### src/rtl/i2c_pkg.sv
// Shared types for the I2C register-file target: FSM encoding and bus constants.
package i2c_pkg;

    typedef enum logic [3:0] {
        IDLE,
        ADDR,
        ADDR_ACK,
        PTR,
        PTR_ACK,
        WRITE,
        WR_ACK,
        READ,
        HOST_ACK,
        IGNORE
    } i2c_state_e;

    localparam logic I2C_RW_READ = 1'b1;
    localparam logic I2C_ACK     = 1'b0;

endpackage

### src/rtl/i2c_line_filter.sv
// Two-flop synchronizer plus a stability filter; emits one-cycle rise/fall
// pulses coincident with the filtered level changing.
module i2c_line_filter #(
    parameter int FILT_LEN = 3
) (
    input  logic clk_i,
    input  logic rst_ni,
    input  logic line_i,
    output logic filt_o,
    output logic rise_o,
    output logic fall_o
);

    localparam int CW = (FILT_LEN > 1) ? $clog2(FILT_LEN) : 1;
    localparam logic [CW-1:0] LAST = CW'(FILT_LEN - 1);

    logic [1:0]    sync_q;
    logic [CW-1:0] cnt_q;
    logic          filt_q, rise_q, fall_q;

    // Idle bus is high, so everything resets to 1 to avoid a spurious edge.
    always_ff @(posedge clk_i or negedge rst_ni) begin
        if (!rst_ni) begin
            sync_q <= 2'b11;
            cnt_q  <= '0;
            filt_q <= 1'b1;
            rise_q <= 1'b0;
            fall_q <= 1'b0;
        end else begin
            sync_q <= {sync_q[0], line_i};
            rise_q <= 1'b0;
            fall_q <= 1'b0;
            if (sync_q[1] == filt_q) begin
                cnt_q <= '0;
            end else if (cnt_q == LAST) begin
                filt_q <= sync_q[1];
                rise_q <= sync_q[1];
                fall_q <= ~sync_q[1];
                cnt_q  <= '0;
            end else begin
                cnt_q <= cnt_q + 1'b1;
            end
        end
    end

    assign filt_o = filt_q;
    assign rise_o = rise_q;
    assign fall_o = fall_q;

endmodule

### src/rtl/i2c_target_regfile.sv
// I2C target exposing a byte-addressed register file via register-pointer
// transactions; 7-bit addressing, no clock stretching.
module i2c_target_regfile
    import i2c_pkg::*;
#(
    parameter logic [6:0] DEV_ADDR  = 7'h39,
    parameter int         REG_COUNT = 256,
    parameter int         FILT_LEN  = 3
) (
    input  logic       clk_clk,
    input  logic       reset_reset_n,
    input  logic       i2c_sda_in,
    input  logic       i2c_scl_in,
    output logic       i2c_sda_oe,
    output logic       i2c_scl_oe,
    output logic       wr_strobe,
    output logic [7:0] wr_addr,
    output logic [7:0] wr_data,
    output logic       busy
);

    localparam int PW = $clog2(REG_COUNT);

    logic scl_f, scl_rise, scl_fall;
    logic sda_f, sda_rise, sda_fall;

    i2c_line_filter #(.FILT_LEN(FILT_LEN)) u_scl_filt (
        .clk_i(clk_clk), .rst_ni(reset_reset_n), .line_i(i2c_scl_in),
        .filt_o(scl_f), .rise_o(scl_rise), .fall_o(scl_fall)
    );

    i2c_line_filter #(.FILT_LEN(FILT_LEN)) u_sda_filt (
        .clk_i(clk_clk), .rst_ni(reset_reset_n), .line_i(i2c_sda_in),
        .filt_o(sda_f), .rise_o(sda_rise), .fall_o(sda_fall)
    );

    i2c_state_e      state_q;
    logic [3:0]      bitcnt_q;
    logic [7:0]      shift_q;
    logic [PW-1:0]   ptr_q;
    logic            rw_q, sda_oe_q, busy_q, wr_strobe_q;
    logic [7:0]      wr_addr_q, wr_data_q;
    logic [7:0]      regs_q [REG_COUNT];

    // Committed bytes land one cycle after the strobe; reads load a full SCL period later.
    always_ff @(posedge clk_clk or negedge reset_reset_n) begin
        if (!reset_reset_n) begin
            for (int i = 0; i < REG_COUNT; i++) regs_q[i] <= '0;
        end else if (wr_strobe_q) begin
            regs_q[wr_addr_q[PW-1:0]] <= wr_data_q;
        end
    end

    always_ff @(posedge clk_clk or negedge reset_reset_n) begin
        if (!reset_reset_n) begin
            state_q     <= IDLE;
            bitcnt_q    <= '0;
            shift_q     <= '0;
            ptr_q       <= '0;
            rw_q        <= 1'b0;
            sda_oe_q    <= 1'b0;
            busy_q      <= 1'b0;
            wr_strobe_q <= 1'b0;
            wr_addr_q   <= '0;
            wr_data_q   <= '0;
        end else begin
            wr_strobe_q <= 1'b0;
            if (sda_fall && scl_f) begin
                state_q  <= ADDR;
                bitcnt_q <= '0;
                sda_oe_q <= 1'b0;
            end else if (sda_rise && scl_f) begin
                state_q  <= IDLE;
                bitcnt_q <= '0;
                sda_oe_q <= 1'b0;
                busy_q   <= 1'b0;
            end else if (scl_rise) begin
                case (state_q)
                    ADDR, PTR, WRITE: if (bitcnt_q != 4'd8) begin
                        shift_q  <= {shift_q[6:0], sda_f};
                        bitcnt_q <= bitcnt_q + 1'b1;
                    end
                    READ: bitcnt_q <= bitcnt_q + 1'b1;
                    HOST_ACK: if (sda_f == I2C_ACK) begin
                        ptr_q <= ptr_q + 1'b1;
                    end else begin
                        state_q <= IGNORE;
                        busy_q  <= 1'b0;
                    end
                    default: ;
                endcase
            end else if (scl_fall) begin
                case (state_q)
                    ADDR: if (bitcnt_q == 4'd8) begin
                        if (shift_q[7:1] == DEV_ADDR) begin
                            state_q  <= ADDR_ACK;
                            sda_oe_q <= 1'b1;
                            busy_q   <= 1'b1;
                            rw_q     <= shift_q[0];
                        end else begin
                            state_q <= IGNORE;
                            busy_q  <= 1'b0;
                        end
                    end
                    ADDR_ACK: begin
                        bitcnt_q <= '0;
                        if (rw_q == I2C_RW_READ) begin
                            state_q  <= READ;
                            shift_q  <= regs_q[ptr_q];
                            sda_oe_q <= ~regs_q[ptr_q][7];
                        end else begin
                            state_q  <= PTR;
                            sda_oe_q <= 1'b0;
                        end
                    end
                    PTR: if (bitcnt_q == 4'd8) begin
                        state_q  <= PTR_ACK;
                        sda_oe_q <= 1'b1;
                        ptr_q    <= shift_q[PW-1:0];
                    end
                    PTR_ACK, WR_ACK: begin
                        state_q  <= WRITE;
                        sda_oe_q <= 1'b0;
                        bitcnt_q <= '0;
                    end
                    WRITE: if (bitcnt_q == 4'd8) begin
                        state_q     <= WR_ACK;
                        sda_oe_q    <= 1'b1;
                        wr_strobe_q <= 1'b1;
                        wr_addr_q   <= 8'(ptr_q);
                        wr_data_q   <= shift_q;
                        ptr_q       <= ptr_q + 1'b1;
                    end
                    READ: if (bitcnt_q == 4'd8) begin
                        state_q  <= HOST_ACK;
                        sda_oe_q <= 1'b0;
                        bitcnt_q <= '0;
                    end else begin
                        shift_q  <= {shift_q[6:0], 1'b0};
                        sda_oe_q <= ~shift_q[6];
                    end
                    // Only reachable after an ACK rise; NACK already left for IGNORE.
                    HOST_ACK: begin
                        state_q  <= READ;
                        bitcnt_q <= '0;
                        shift_q  <= regs_q[ptr_q];
                        sda_oe_q <= ~regs_q[ptr_q][7];
                    end
                    default: sda_oe_q <= 1'b0;
                endcase
            end
        end
    end

    assign i2c_sda_oe = sda_oe_q;
    assign i2c_scl_oe = 1'b0;
    assign wr_strobe  = wr_strobe_q;
    assign wr_addr    = wr_addr_q;
    assign wr_data    = wr_data_q;
    assign busy       = busy_q;

endmodule

### config.mk
export PLATFORM = sky130hd
export DESIGN_NAME = i2c_target_regfile
export DESIGN_NICKNAME = d
export VERILOG_FILES = /design/src/rtl/i2c_pkg.sv /design/src/rtl/i2c_line_filter.sv /design/src/rtl/i2c_target_regfile.sv
export SDC_FILE = /design/constraint.sdc
export NUM_CORES = 2
export LEC_CHECK = 0
export CAP_MARGIN = 20
export CORE_MARGIN = 1
export CORE_UTILIZATION = 58
export CTS_BUF_LIST = sky130_fd_sc_hd__clkbuf_8 sky130_fd_sc_hd__clkbuf_16
export DETAILED_ROUTE_END_ITERATION = 12
export PLACE_DENSITY = 0.77
export SKIP_CTS_REPAIR_TIMING = 1
export SYNTH_ARGS = -nofsm -noshare
export SYNTH_HDL_FRONTEND = slang
export SYNTH_SLANG_ARGS = --single-unit
### constraint.sdc
create_clock -name clk_clk -period 3.05 [get_ports clk_clk]
set_clock_uncertainty 0.2 [all_clocks]
set_input_delay 0.61 -clock clk_clk [delete_from_list [all_inputs] [get_ports clk_clk]]
set_output_delay 0.61 -clock clk_clk [all_outputs]
set_load 0.005 [all_outputs]
==> summary.md <==
| Metric | Value |
|---|---|
| Area contributors post-synth | dfrtp_1 (54%), mux2_2 (24%), mux4_2 (10%), mux2i_1 (1.5%), mux4_1 (1.5%) |
| Syn_area_per_cell | 15.21 µm² |
| Synth Warn # | 0 |
| Fmax | 288.5 MHz |
| Final Critical Period | 3.466 ns |
| Final period utilization | 1.136 |
| Remaining Overflow, GRT | 0 |
| Vias | 62231 |
| Critical Path Sink Type | flip-flop |
| Starting Density | 0.5859 |
| Clk Tree Root Cell | clkbuf_16 |
| GP Congestion | 0.9989 |
| Arr. time, crit path | 4.02 ns |
| Number of antenna violations at the first check in global routing | 9 |
| Vert. Die Dim | 410.7 µm |
| Num CTS Buffers | 212 |
| Worst vdd ir | 0.7016 mV |
| Rows | 149 |
| Yosys reg bits | 2106 |
| Max cap viols | 0 |
| Headroom to the max-slew limit | 0.2180 |
| Psw | 14.27 mW |
| Int Power | 44.39 mW |
| DR WL/cell | 30.94 µm |
| Hold Crit Class | flip-flop to flip-flop |
| DRC Markers | 0 |
| Synthesized cell area | 96880 µm² |
| Comb pwr share | 0.077 |
| Most frequent cell after synthesis | dfrtp_1 |
| CP required | 3.60 ns |
| PortBufs | 22 |
| Die Span X | 410.7 µm |
| Pwr per Cell Area | 519.4 nW/µm² |
| RSZ-0062 raised after global routing | true |
| Fin. Hold Viols | 0 |
| CP Launch Type | flip-flop |
| Flop pwr share | 0.482 |
| Final setup violation count | 9 |
| Drt first pass iters | 6 |
| Longest Clk Path Bufs | 3 |
| Leakage power | 53.80 nW |
| Dominant cell type by area after synthesis | dfrtp_1 |
| Sequential share of the synthesized area | 0.5441 |
| DR iter-0 viols | 6912 |
| Number of enable flip-flop cells after synthesis | 0 |
| Clk sinks | 2106 |
| Fin. max-slew vios | 0 |
| Hold slack | 0.1605 ns |
| Share of the synthesized area in the top cell type | 0.5424 |
| Top post-synthesis cells by count | dfrtp_1 (2100), mux2_2 (2066), mux4_2 (429) |
| Synth cell types | 75 |
| Syn Nets | 6376 |
| Critical-path maximum fanout | 5 |
| Ys async rst share | 1.000 |
| Outcome | finished with violations |
| Failing checks | setup timing |
| CTS HTree Levels | 4 |
| Worst-skew pair later-pin latency | 0.88 ns |
| Overall Power | 58.66 mW |
| Layout cells sized above 1 | 0.5344 |
| Final instance count without filler cells | 9317 |
| Largest net degree at the start of global routing | 186 |
| Inst Count DP | 8858 |
| # IOs | 24 |
| Synth Flop Type | dfrtp_1 |
| Vias/cell | 6.679 |
| GRT Overall Usage | 0.3413 |
| CTS clk-pin slew, worst paths | 0.07 ns |
| DIE AREA | 168700 µm² |
| WS Path Type | flip-flop to flip-flop |
| Dpl cell area | 104300 µm² |
| # nets final | 6968 |
| CORE AREA | 165400 µm² |
| Synthesized instance count | 6369 |
| CTS tree | built |
| Layout Cell Area excl Fill | 112900 µm² |
| Sw Ratio | 0.2432 |
| Vias in the first global route | 64151 |
| Antenna Nets Post-Route | 0 |
| Detailed placement HPWL | 189.7 mm |
| P&R area growth vs syn | 16.58% |
| Global-route wire length before repair | 426.6 mm |
| Slew @ Worst Pin | 1.173 ns |
| Power share of the clock group | 0.441 |
| Worst Slack Setup Final | -0.4159 ns |
| Post-Route WL | 288.3 mm |
[kinds of logic (layout without fill, tap and decap cells)]
| family | count (synthesis) | after routing | share of synthesized area |
|---|---|---|---|
| AO/OA/AOI/OAI | 391 | 391 | 0.02801 |
| XOR/XNOR | 2 | 2 | 0.0001808 |
| adder cells (fa/ha/maj) | 3 | 3 | 0.0003875 |
| buffers and inverters | 485 | 1238 | 0.02650 |
| flip-flops | 2106 | 2106 | 0.5441 |
| multiplexers | 2700 | 2700 | 0.3706 |
| other | 1 | 7 | 0.00003871 |
| AND/OR/NAND/NOR | 681 | 681 | 0.03021 |
[layout make-up]
| type | count | area [µm²] |
|---|---|---|
| antenna | 6 | 15.01 |
| timing repair buffer | 851 | 8208 |
| tap | 2189 | 2739 |
| inverter | 12 | 50.05 |
| fill | 10821 | 52420 |
| clock inverter | 116 | 943.4 |
| clock buffer | 259 | 5952 |
| multi-input combinational | 3778 | 42270 |
| sequential | 2106 | 52760 |
[power by group through the flow]
stage | sequential (mW) | combinational [mW] | clock [mW]
CTS | 28.3 | 4.05 | 26.1
floorplan | 28.6 | 1.77 | 0
global placement | 28.8 | 3.99 | 0
detailed placement | 28.8 | 4.03 | 0
global route | 28.3 | 4.69 | 27.2
finish | 28.3 | 4.50 | 25.9
[critical path, stage by stage (launching register included)]
cell       delay (ns)
dfrtp_4          0.50
buf_6            0.13
buf_12           0.13
buf_6            0.14
clkbuf_16        0.17
buf_12           0.13
mux4_2           0.43
o22ai_1          0.18
nor3_1           0.11
o21ai_2          0.21
o41ai_2          0.18
or4_4            0.54
a32o_1           0.28
[metrics by stage]
step / TNS, ns / setup WS, ns / utilization
floorplan: 0 / 0.1842 / -
global route: -2.960 / -0.4210 / 0.6829
finish: -2.734 / -0.4159 / 0.6830
detailed placement: -4.318 / -0.7424 / 0.6309
CTS: -4.651 / -0.7992 / 0.6726
global placement: -4.044 / -0.7250 / 0.6309
[layer usage]
layer / routed length [µm] / global-route usage
met1: 113900 / 0.4708
met3: 25730 / 0.08032
met4: 16500 / 0.1854
met5: 185 / 0.003957
met2: 132000 / 0.5046
[flip-flops by register name, summed over array words and instances, names as in the netlist, 2 cells and up]
signal,cells
wr_data,8
u_scl_filt.sync_q,2
shift_q,8
wr_addr,8
u_sda_filt.sync_q,2
u_scl_filt.cnt_q,2
regs_q,2048
u_sda_filt.cnt_q,2
ptr_q,8
bitcnt_q,4
state_q,4
[cell usage in the layout, fill, tap and decap left out, types with 36 or more instances in the layout]
cell	n
mux4_2	434
buf_4	681
clkbuf_8	47
dfrtp_1	2080
buf_12	102
a21oi_1	58
mux2i_1	145
o21ai_0	40
nand2_1	247
clkbuf_16	221
nor2_1	252
mux2_2	2066
mux4_1	51
clkinv_2	36
inv_1	62
o22ai_1	37
[final timing paths]
check	from	slack, ns	endpoint	cells past startpoint
worst min-delay path	u_sda_filt.sync_q[0]	0.16	u_sda_filt.sync_q[1]	0
min in group asynchronous	reset_reset_n	0.18	regs_q[805]	2
worst max register to register	ptr_q[0]	-0.42	shift_q[1]	12
max in group asynchronous	reset_reset_n	1.28	regs_q[1958]	3
worst max-delay path	ptr_q[0]	-0.42	shift_q[1]	12
worst min register to register	u_sda_filt.sync_q[0]	0.16	u_sda_filt.sync_q[1]	0
Note: power is estimated with default switching activity, not from simulation.
